[config.mk]
export PLATFORM = sky130hd
export DESIGN_NAME = circle_gen
export DESIGN_NICKNAME = d
export VERILOG_FILES = /design/src/rtl/circle_gen.sv
export SDC_FILE = /design/constraint.sdc
export NUM_CORES = 1
export LEC_CHECK = 0
export ABC_AREA = 1
export ABC_CLOCK_PERIOD_IN_PS = 10000
export CORE_MARGIN = 5
export CORE_UTILIZATION = 30
export CTS_BUF_LIST = sky130_fd_sc_hd__clkbuf_4
export DETAILED_ROUTE_END_ITERATION = 8
export HOLD_SLACK_MARGIN = 0.06
export SETUP_SLACK_MARGIN = 0.02
export SYNTH_ARGS = -nofsm -noshare
export SYNTH_HDL_FRONTEND = slang
export SYNTH_SLANG_ARGS = --single-unit
export TNS_END_PERCENT = 5
[constraint.sdc]
create_clock -name clk -period 10 [get_ports clk]
set_input_delay 1 -clock clk [delete_from_list [all_inputs] [get_ports clk]]
set_output_delay 1 -clock clk [all_outputs]
set_load 0.1 [all_outputs]
[src/rtl/circle_gen.sv]
// circle_gen: midpoint-circle rasteriser. Emits one registered pixel candidate per clock,
// either the 8-way outline or left-to-right horizontal spans of a filled disc.
//   state  | meaning
//   S_IDLE | waiting for start; inputs latched on accept
//   S_DRAW | stepping candidates; r_fin marks the final candidate has been emitted
//   S_DONE | done high until start falls
module circle_gen #(
  parameter int SCREEN_W = 160,
  parameter int SCREEN_H = 120,
  parameter int X_W      = 8,
  parameter int Y_W      = 7,
  parameter int R_W      = 8,
  parameter int COLOUR_W = 3
) (
  input  logic                clk,
  input  logic                rst_n,
  input  logic                start,
  input  logic                fill,
  input  logic [COLOUR_W-1:0] colour,
  input  logic [X_W-1:0]      centre_x,
  input  logic [Y_W-1:0]      centre_y,
  input  logic [R_W-1:0]      radius,
  output logic                busy,
  output logic                done,
  output logic [X_W-1:0]      vga_x,
  output logic [Y_W-1:0]      vga_y,
  output logic [COLOUR_W-1:0] vga_colour,
  output logic                vga_plot
);
  localparam int CW = ((X_W > Y_W) ? X_W : Y_W) + 2;
  localparam int OW = R_W + 3;
  localparam logic signed [OW-1:0] O_ONE = OW'(1);
  localparam logic signed [CW-1:0] C_ONE = CW'(1);
  localparam logic signed [CW-1:0] C_SW  = CW'(SCREEN_W);
  localparam logic signed [CW-1:0] C_SH  = CW'(SCREEN_H);

  typedef enum logic [1:0] {S_IDLE, S_DRAW, S_DONE} state_t;

  state_t                r_state, w_state_n;
  logic [X_W-1:0]        r_cx;
  logic [Y_W-1:0]        r_cy;
  logic [COLOUR_W-1:0]   r_colour;
  logic                  r_fill;
  logic signed [OW-1:0]  r_ox, r_oy, r_crit;
  logic [2:0]            r_step;
  logic [1:0]            r_span;
  logic signed [CW-1:0]  r_sx;
  logic                  r_fin;

  logic signed [CW-1:0]  w_cx, w_cy, w_ox, w_oy, w_x, w_y, w_xend;
  logic signed [OW-1:0]  w_ox_n, w_oy_n, w_crit_n;
  logic                  w_iter_end, w_emit, w_inb;
  logic                  w_busy_n, w_done_n, w_plot_n;
  logic [X_W-1:0]        w_vx_n;
  logic [Y_W-1:0]        w_vy_n;
  logic [COLOUR_W-1:0]   w_col_n;

  assign w_cx = $signed(CW'(r_cx));
  assign w_cy = $signed(CW'(r_cy));
  assign w_ox = CW'(r_ox);
  assign w_oy = CW'(r_oy);

  // Current candidate, plus the right-hand end of the active span in fill mode.
  always_comb begin
    w_x    = '0;
    w_y    = '0;
    w_xend = '0;
    if (!r_fill) begin
      case (r_step)
        3'd0: begin w_x = w_cx + w_ox; w_y = w_cy + w_oy; end
        3'd1: begin w_x = w_cx + w_oy; w_y = w_cy + w_ox; end
        3'd2: begin w_x = w_cx - w_oy; w_y = w_cy + w_ox; end
        3'd3: begin w_x = w_cx - w_ox; w_y = w_cy + w_oy; end
        3'd4: begin w_x = w_cx - w_ox; w_y = w_cy - w_oy; end
        3'd5: begin w_x = w_cx - w_oy; w_y = w_cy - w_ox; end
        3'd6: begin w_x = w_cx + w_oy; w_y = w_cy - w_ox; end
        default: begin w_x = w_cx + w_ox; w_y = w_cy - w_oy; end
      endcase
    end else begin
      w_x = r_sx;
      case (r_span)
        2'd0: begin w_y = w_cy + w_oy; w_xend = w_cx + w_ox; end
        2'd1: begin w_y = w_cy - w_oy; w_xend = w_cx + w_ox; end
        2'd2: begin w_y = w_cy + w_ox; w_xend = w_cx + w_oy; end
        default: begin w_y = w_cy - w_ox; w_xend = w_cx + w_oy; end
      endcase
    end
  end

  always_comb begin
    w_oy_n = r_oy + O_ONE;
    if (r_crit <= 0) begin
      w_ox_n   = r_ox;
      w_crit_n = r_crit + (w_oy_n <<< 1) + O_ONE;
    end else begin
      w_ox_n   = r_ox - O_ONE;
      w_crit_n = r_crit + ((w_oy_n - w_ox_n) <<< 1) + O_ONE;
    end
  end

  assign w_iter_end = r_fill ? ((r_span == 2'd3) && (r_sx == w_xend)) : (r_step == 3'd7);

  always_ff @(posedge clk or negedge rst_n) begin
    if (!rst_n) r_state <= S_IDLE;
    else        r_state <= w_state_n;
  end

  always_comb begin
    w_state_n = r_state;
    case (r_state)
      S_IDLE:  if (start)  w_state_n = S_DRAW;
      S_DRAW:  if (r_fin)  w_state_n = S_DONE;
      S_DONE:  if (!start) w_state_n = S_IDLE;
      default: w_state_n = S_IDLE;
    endcase
  end

  always_comb begin
    w_emit   = (r_state == S_DRAW) && !r_fin;
    w_inb    = (w_x >= 0) && (w_x < C_SW) && (w_y >= 0) && (w_y < C_SH);
    w_busy_n = (w_state_n == S_DRAW);
    w_done_n = (w_state_n == S_DONE);
    w_plot_n = w_emit && w_inb;
    w_vx_n   = w_emit ? w_x[X_W-1:0] : '0;
    w_vy_n   = w_emit ? w_y[Y_W-1:0] : '0;
    w_col_n  = w_emit ? r_colour : '0;
  end

  always_ff @(posedge clk or negedge rst_n) begin
    if (!rst_n) begin
      busy       <= 1'b0;
      done       <= 1'b0;
      vga_x      <= '0;
      vga_y      <= '0;
      vga_colour <= '0;
      vga_plot   <= 1'b0;
    end else begin
      busy       <= w_busy_n;
      done       <= w_done_n;
      vga_x      <= w_vx_n;
      vga_y      <= w_vy_n;
      vga_colour <= w_col_n;
      vga_plot   <= w_plot_n;
    end
  end

  always_ff @(posedge clk or negedge rst_n) begin
    if (!rst_n) begin
      r_cx     <= '0;
      r_cy     <= '0;
      r_colour <= '0;
      r_fill   <= 1'b0;
      r_ox     <= '0;
      r_oy     <= '0;
      r_crit   <= '0;
      r_step   <= '0;
      r_span   <= '0;
      r_sx     <= '0;
      r_fin    <= 1'b0;
    end else if (r_state == S_IDLE) begin
      if (start) begin
        r_cx     <= centre_x;
        r_cy     <= centre_y;
        r_colour <= colour;
        r_fill   <= fill;
        r_ox     <= $signed(OW'(radius));
        r_oy     <= '0;
        r_crit   <= O_ONE - $signed(OW'(radius));
        r_step   <= '0;
        r_span   <= '0;
        r_sx     <= $signed(CW'(centre_x)) - $signed(CW'(radius));
        r_fin    <= 1'b0;
      end
    end else if ((r_state == S_DRAW) && !r_fin) begin
      if (w_iter_end) begin
        r_ox   <= w_ox_n;
        r_oy   <= w_oy_n;
        r_crit <= w_crit_n;
        r_step <= '0;
        r_span <= '0;
        r_sx   <= w_cx - CW'(w_ox_n);
        r_fin  <= (w_oy_n > w_ox_n);
      end else if (!r_fill) begin
        r_step <= r_step + 3'd1;
      end else if (r_sx == w_xend) begin
        // Span B reuses the ox range; spans C and D use oy.
        r_span <= r_span + 2'd1;
        r_sx   <= (r_span == 2'd0) ? (w_cx - w_ox) : (w_cx - w_oy);
      end else begin
        r_sx <= r_sx + C_ONE;
      end
    end
  end

endmodule

# Yosys cells after proc, flatten, opt, wreduce, memory -nomap -nowiden
# Index checks and enable logic that the tools add are counted.
[classes]
magnitude_cmp = 6
shifts = 0
n_div = 0
addsub = 21
n_reduce_logical = 26
n_bitwise = 0
n_eq_ne = 17
mul = 0
mux = 51
[op_table]
columns = ["cell", "n"]
rows = [
  ["$mux 11", 14],
  ["$mux 10", 11],
  ["$pmux 10 s3", 3],
  ["$add 11x2->11 const B", 3],
  ["$sub 9x10->10", 3],
  ["$add 11x11->11", 2],
  ["$add 8x10->10", 2],
  ["$add 9x10->10", 2],
  ["$ge 10x1->1 const B", 2],
  ["$sub 8x10->10", 2],
  ["$mux 2", 9],
  ["$mux 3", 6],
  ["$reduce_or 2->1", 7],
  ["$eq 3x3->1 const B", 4],
  ["$gt 11x11->1", 1],
  ["$le 11x1->1 const B", 1],
  ["$sub 11x2->11 const B", 1],
  ["$add 10x2->10 const B", 1],
  ["$eq 10x10->1", 1],
  ["$lt 10x8->1 const B", 1],
  ["$lt 10x9->1 const B", 1],
  ["$sub 10x10->10", 1],
  ["$reduce_and 3->1", 3],
  ["$sub 1x8->9 const A", 1],
  ["21 further kinds", 39],
]
[totals]
wordCells = 139
latch_bits = 0
rom_bits = 0
inputBits = 30
register_bits = 91
mem_bits_rw = 0
mem_count = 0

# Longest topological paths before layout
[depth]
ltp_word = 10
ltp_mapped = 28
ltp_nobuf = 28

# Worst setup path before layout
# Ideal clock, no wire load.
[synth_path]
path_kind = "register to register"
from = "register r_ox[1]"
to = "register r_crit[10]"
required_ps = 9879
period_less_slack_ps = 3709
setup_slack_ps = 6291
path_stages_with_launch = 29
arrival_ps = 3589
cell_sequence = "dfrtp_1 > inv_1 > ha_1 > nand2_1 > xor2_1 > ha_1 > a21oi_1 > o21ai_0 > a21oi_1 > nor2_1 > o21ai_0 > nand2_1 > xor2_1 > inv_1 > ha_1 > nand2_1 > inv_1 > a221oi_1 > nand3_1 > inv_1 > nand2_1 > nand2_1 > nand2_1 > nand3_1 > nand2_1 > nand2_1 > nand2_1 > nand2_1 > o21ai_1"
[synth_between]
elab_chain_cells = 8
[synth_rtl]
columns = ["element", "line", "rtl"]
rows = [
  ["start, declared", "44", "logic signed [OW-1:0] r_ox, r_oy, r_crit;"],
  ["start signal, assigned", "166", "r_ox <= $signed(OW'(radius));"],
  ["start signal, assigned", "176", "r_ox <= w_ox_n;"],
  ["$sub 11x2->11 or $add 9x10->10 (tied branches)", "96, 82, 83", ""],
  ["$sub 10x10->10 or $mux 10 (tied branches)", "-", ""],
  ["$add 11x11->11 or $mux 10 (tied branches)", "97, 68", ""],
  ["$add 11x2->11 or $eq 10x10->1 (tied branches)", "97, 101", ""],
  ["$mux 11 or $logic_and 1x1->1 (tied branches)", "92, 101", ""],
  ["$mux 11 or $mux 1 (tied branches)", "175, 101", ""],
  ["$mux 11 or $reduce_bool 2->1 (tied branches)", "-", ""],
  ["$mux 11 or $reduce_and 3->1 (tied branches)", "-", ""],
  ["end signal, assigned", "168", "r_crit <= O_ONE - $signed(OW'(radius));"],
  ["end signal, assigned", "178", "r_crit <= w_crit_n;"],
  ["end, declared", "44", ""],
]
# Parallel ways exist; a longest one is shown, timed or not. The select of a mux whose other input is x is not followed.
# A chain may end at the register's enable or synchronous reset.

# Worst setup path after layout
[layout_path]
from = "register r_crit[3]"
to = "register r_sx[9]"
[layout_between]
elab_chain_cells = 6
[layout_rtl]
columns = ["element", "line", "rtl"]
rows = [
  ["$le 11x1->1", "92", "if (r_crit <= 0) begin"],
  ["$mux 11", "92", ""],
  ["$sub 9x10->10", "181", "r_sx <= w_cx - CW'(w_ox_n);"],
  ["$mux 10", "175", "if (w_iter_end) begin"],
  ["$mux 10", "174", "end else if ((r_state == S_DRAW) && !r_fin) begin"],
  ["$mux 10", "160", "end else if (r_state == S_IDLE) begin"],
  ["end signal, assigned", "171", "r_sx <= $signed(CW'(centre_x)) - $signed(CW'(radius));"],
  ["end signal, assigned", "181", ""],
  ["end signal, assigned", "188", "r_sx <= (r_span == 2'd0) ? (w_cx - w_ox) : (w_cx - w_oy);"],
  ["end, declared", "47", "logic signed [CW-1:0] r_sx;"],
]
# No other way between the ends. The select of a mux whose other input is x is not followed.

==> qor.yml <==
fin_crit_ps: 4484
htree_levels: 3
stdcell_count: 2204
worst_slew_pin_slew_ps: 1017
cap_viol_max_count: 0
cp_cell_sequence: "nor4_1, nand4_1, nand2_1, inv_1, o21ai_0, ha_1, nand2_1, nor2_1, a211oi_1, o21ai_0, a21oi_1, o21ai_0, nand2_1, nand2_1, nand2_1, nand2_1, nand2_1, nand2_1, nand2_1, nand2_1, a21oi_2"
dp_cells: 2188
port_buffers: 50
path_buf_inv: 1
cts_buffers: 9
overflow: 0
syn2layout_area_growth_pct: 8.614
synth_nets: 1839
cts_num_sinks: 91
fin_setup_tns_ps: 0
endpoint_kind: "register"
cp_max_fo: 25
fmax_ghz: 0.2230
final_nets: 1859
outcome: "complete, no violations"
crit_top_cell: "nand2_1"
cts_setup_buffers: 0
hold_violations: 0
layout_commonest_cell: "nand2_1"
fin_skew_ps: 16.95
die_height_um: 204.1
cts_tree: "yes"
postRouteAntennaNets: 0
finalMaxSlewViolations: 0
cts_root_buffer: "clkbuf_4"
gp_congestion: 0.9458
std_cell_rows: 71
yosysUniqueCellTypes: 56
synth_top_area_cell: "dfrtp_1"
synthArstFlopShare_pct: 100.0
clkTransAtPathRegs_ps: 150
vias_per_cell: 5.198
dp_hpwl_mm: 33.77
grt_pass1_wl_mm: 63.78
cts_buffer_depth: 2
hold_ws_ps: 436.0
syn_avg_cell_area_um2: 6.775
first_pass_iters: 6
cts.repair.resized: 0
die_w_um: 204.1
grt_max_degree: 53
yosysSeqAreaShare_pct: 20.15
cp_data_required_time_ps: 10470
drive_gt1_share_pct: 4.556
grt_util_all_layers_pct: 19.63
cp_slowest_cell: "inv_1"
totalWireLength_mm: 41.52
cts_hold_buf: 0
finalSetupViolations: 0
syn-cell-area_um2: 11300
start_util_pct: 30.22
core_region_area_um2: 37400
antenna_found_initial: 2
maxSlewHeadroom_pct: 32.01
grt_pass1_vias: 10710
synth_edf_count: 0
yosysWarnings: 0
start_kind: "register"
clk_latency_ps: 530
synthFlopType: "dfrtp_1"
first_iter_violations: 1109
ios: 51
routedWlPerCell_um: 18.84
synth-seq-cells: 91
final_cell_mix: "nand2_1, inv_1, nand3_1, ha_1, a21oi_1"
dr_total_vias: 11460
worstSetupPathType: "reg -> reg"
drc_errors: 0
cp.arrival_ps: 4960
post-synth-top-area-fraction_pct: 20.15
rsz0062_at_grt: "no"
fin_crit_sh_pct: 44.84
hp-class: "in -> async"
synth_cells: 1668
cp_slowest_stage_delay_ps: 560
crit_family: "simple AND/OR/NAND/NOR gates"
die-area_um2: 41650
netlist_top_cells_area: "dfrtp_1, nand2_1, ha_1"
## Yosys cell counts (8+ instances only)
| cell type | instances |
|---|---|
| a21oi_1 | 126 |
| a21oi_2 | 9 |
| a31oi_1 | 9 |
| buf_6 | 9 |
| clkbuf_1 | 24 |
| dfrtp_1 | 91 |
| fa_1 | 13 |
| ha_1 | 128 |
| inv_1 | 189 |
| mux2_2 | 11 |
| nand2_1 | 430 |
| nand3_1 | 134 |
| nand4_1 | 26 |
| nor2_1 | 96 |
| nor3_1 | 15 |
| nor4_1 | 8 |
| o211ai_1 | 8 |
| o21ai_0 | 109 |
| o21ai_1 | 19 |
| o21bai_1 | 13 |
| o31ai_1 | 8 |
| or2_2 | 10 |
| xnor2_1 | 15 |
| xor2_1 | 68 |
## worst reg2reg max path, cell delays in order, from the launching register on
cell	delay, ps
dfrtp_1	470
nor4_1	370
nand4_1	150
nand2_1	490
inv_1	560
o21ai_0	520
ha_1	360
nand2_1	80
nor2_1	40
a211oi_1	290
o21ai_0	180
a21oi_1	150
o21ai_0	130
nand2_1	80
nand2_1	70
nand2_1	60
nand2_1	70
nand2_1	60
nand2_1	50
nand2_1	60
nand2_1	60
a21oi_2	130
## through the flow
stage	util (%)	cell area [um^2]	setup slack [ps]
CTS	32.80	12270	5562
finish	32.82	12270	5516
global placement	32.55	12170	5698
floorplan	-	11300	6291
detailed placement	32.55	12170	5609
global route	32.81	12270	4933
## path summary, 6_finish.rpt
| path | slack, ps | end | from | cells past startpoint |
|---|---|---|---|---|
| max in group asynchronous | 8460 | r_crit[7]$_DFFE_PN0P_ | rst_n | 2 |
| worst max-delay path | 5520 | r_sx[9]$_DFFE_PN0P_ | r_crit[3]$_DFFE_PN0P_ | 21 |
| min in group clk | 500 | vga_colour[1]$_DFF_PN0_ | r_colour[1]$_DFFE_PN0P_ | 2 |
| worst min register to register | 500 | vga_colour[1]$_DFF_PN0_ | r_colour[1]$_DFFE_PN0P_ | 2 |
| worst min-delay path | 440 | vga_colour[1]$_DFF_PN0_ | rst_n | 1 |
| worst max register to register | 5520 | r_sx[9]$_DFFE_PN0P_ | r_crit[3]$_DFFE_PN0P_ | 21 |
## metal layers
metal / GRT usage [%] / share of wire [%]
met3: 2.412 / 5.5
met4: 6.533 / 3.1
met2: 32.32 / 46
met1: 26.76 / 45
met5: 0 / 0
## cells by family after synthesis
| family | synth area share [%] |
|---|---|
| XOR/XNOR | 6.433 |
| buffers and inverters | 9.522 |
| multiplexers | 1.096 |
| AO/OA/AOI/OAI | 17.42 |
| flip-flops | 20.15 |
| AND/OR/NAND/NOR | 28.91 |
| adder cells (fa/ha/maj) | 16.47 |
## sequential cells by signal, indices dropped and copies added, names as in the netlist, 2 cells and up
signal and flops:
vga_colour 3, r_step 3, r_span 2, r_colour 3, r_sx 10, r_cy 7, r_crit 11, r_ox 11
r_oy 11, r_cx 8, r_state 2, vga_y 7, vga_x 8
## cell type report
type / count / area, um^2
multi-input cells: 1328 / 7950
repair buffers: 56 / 543.0
fillers: 4040 / 25130
clock inverters: 3 / 18.77
diodes: 3 / 7.507
clock buffers: 10 / 75.07
well taps: 511 / 639.4
flip-flops and latches: 91 / 2277
inverters: 202 / 763.2
Power is not shown: default switching activity piles up to over one toggle a cycle in this logic, so the estimate is an artifact.
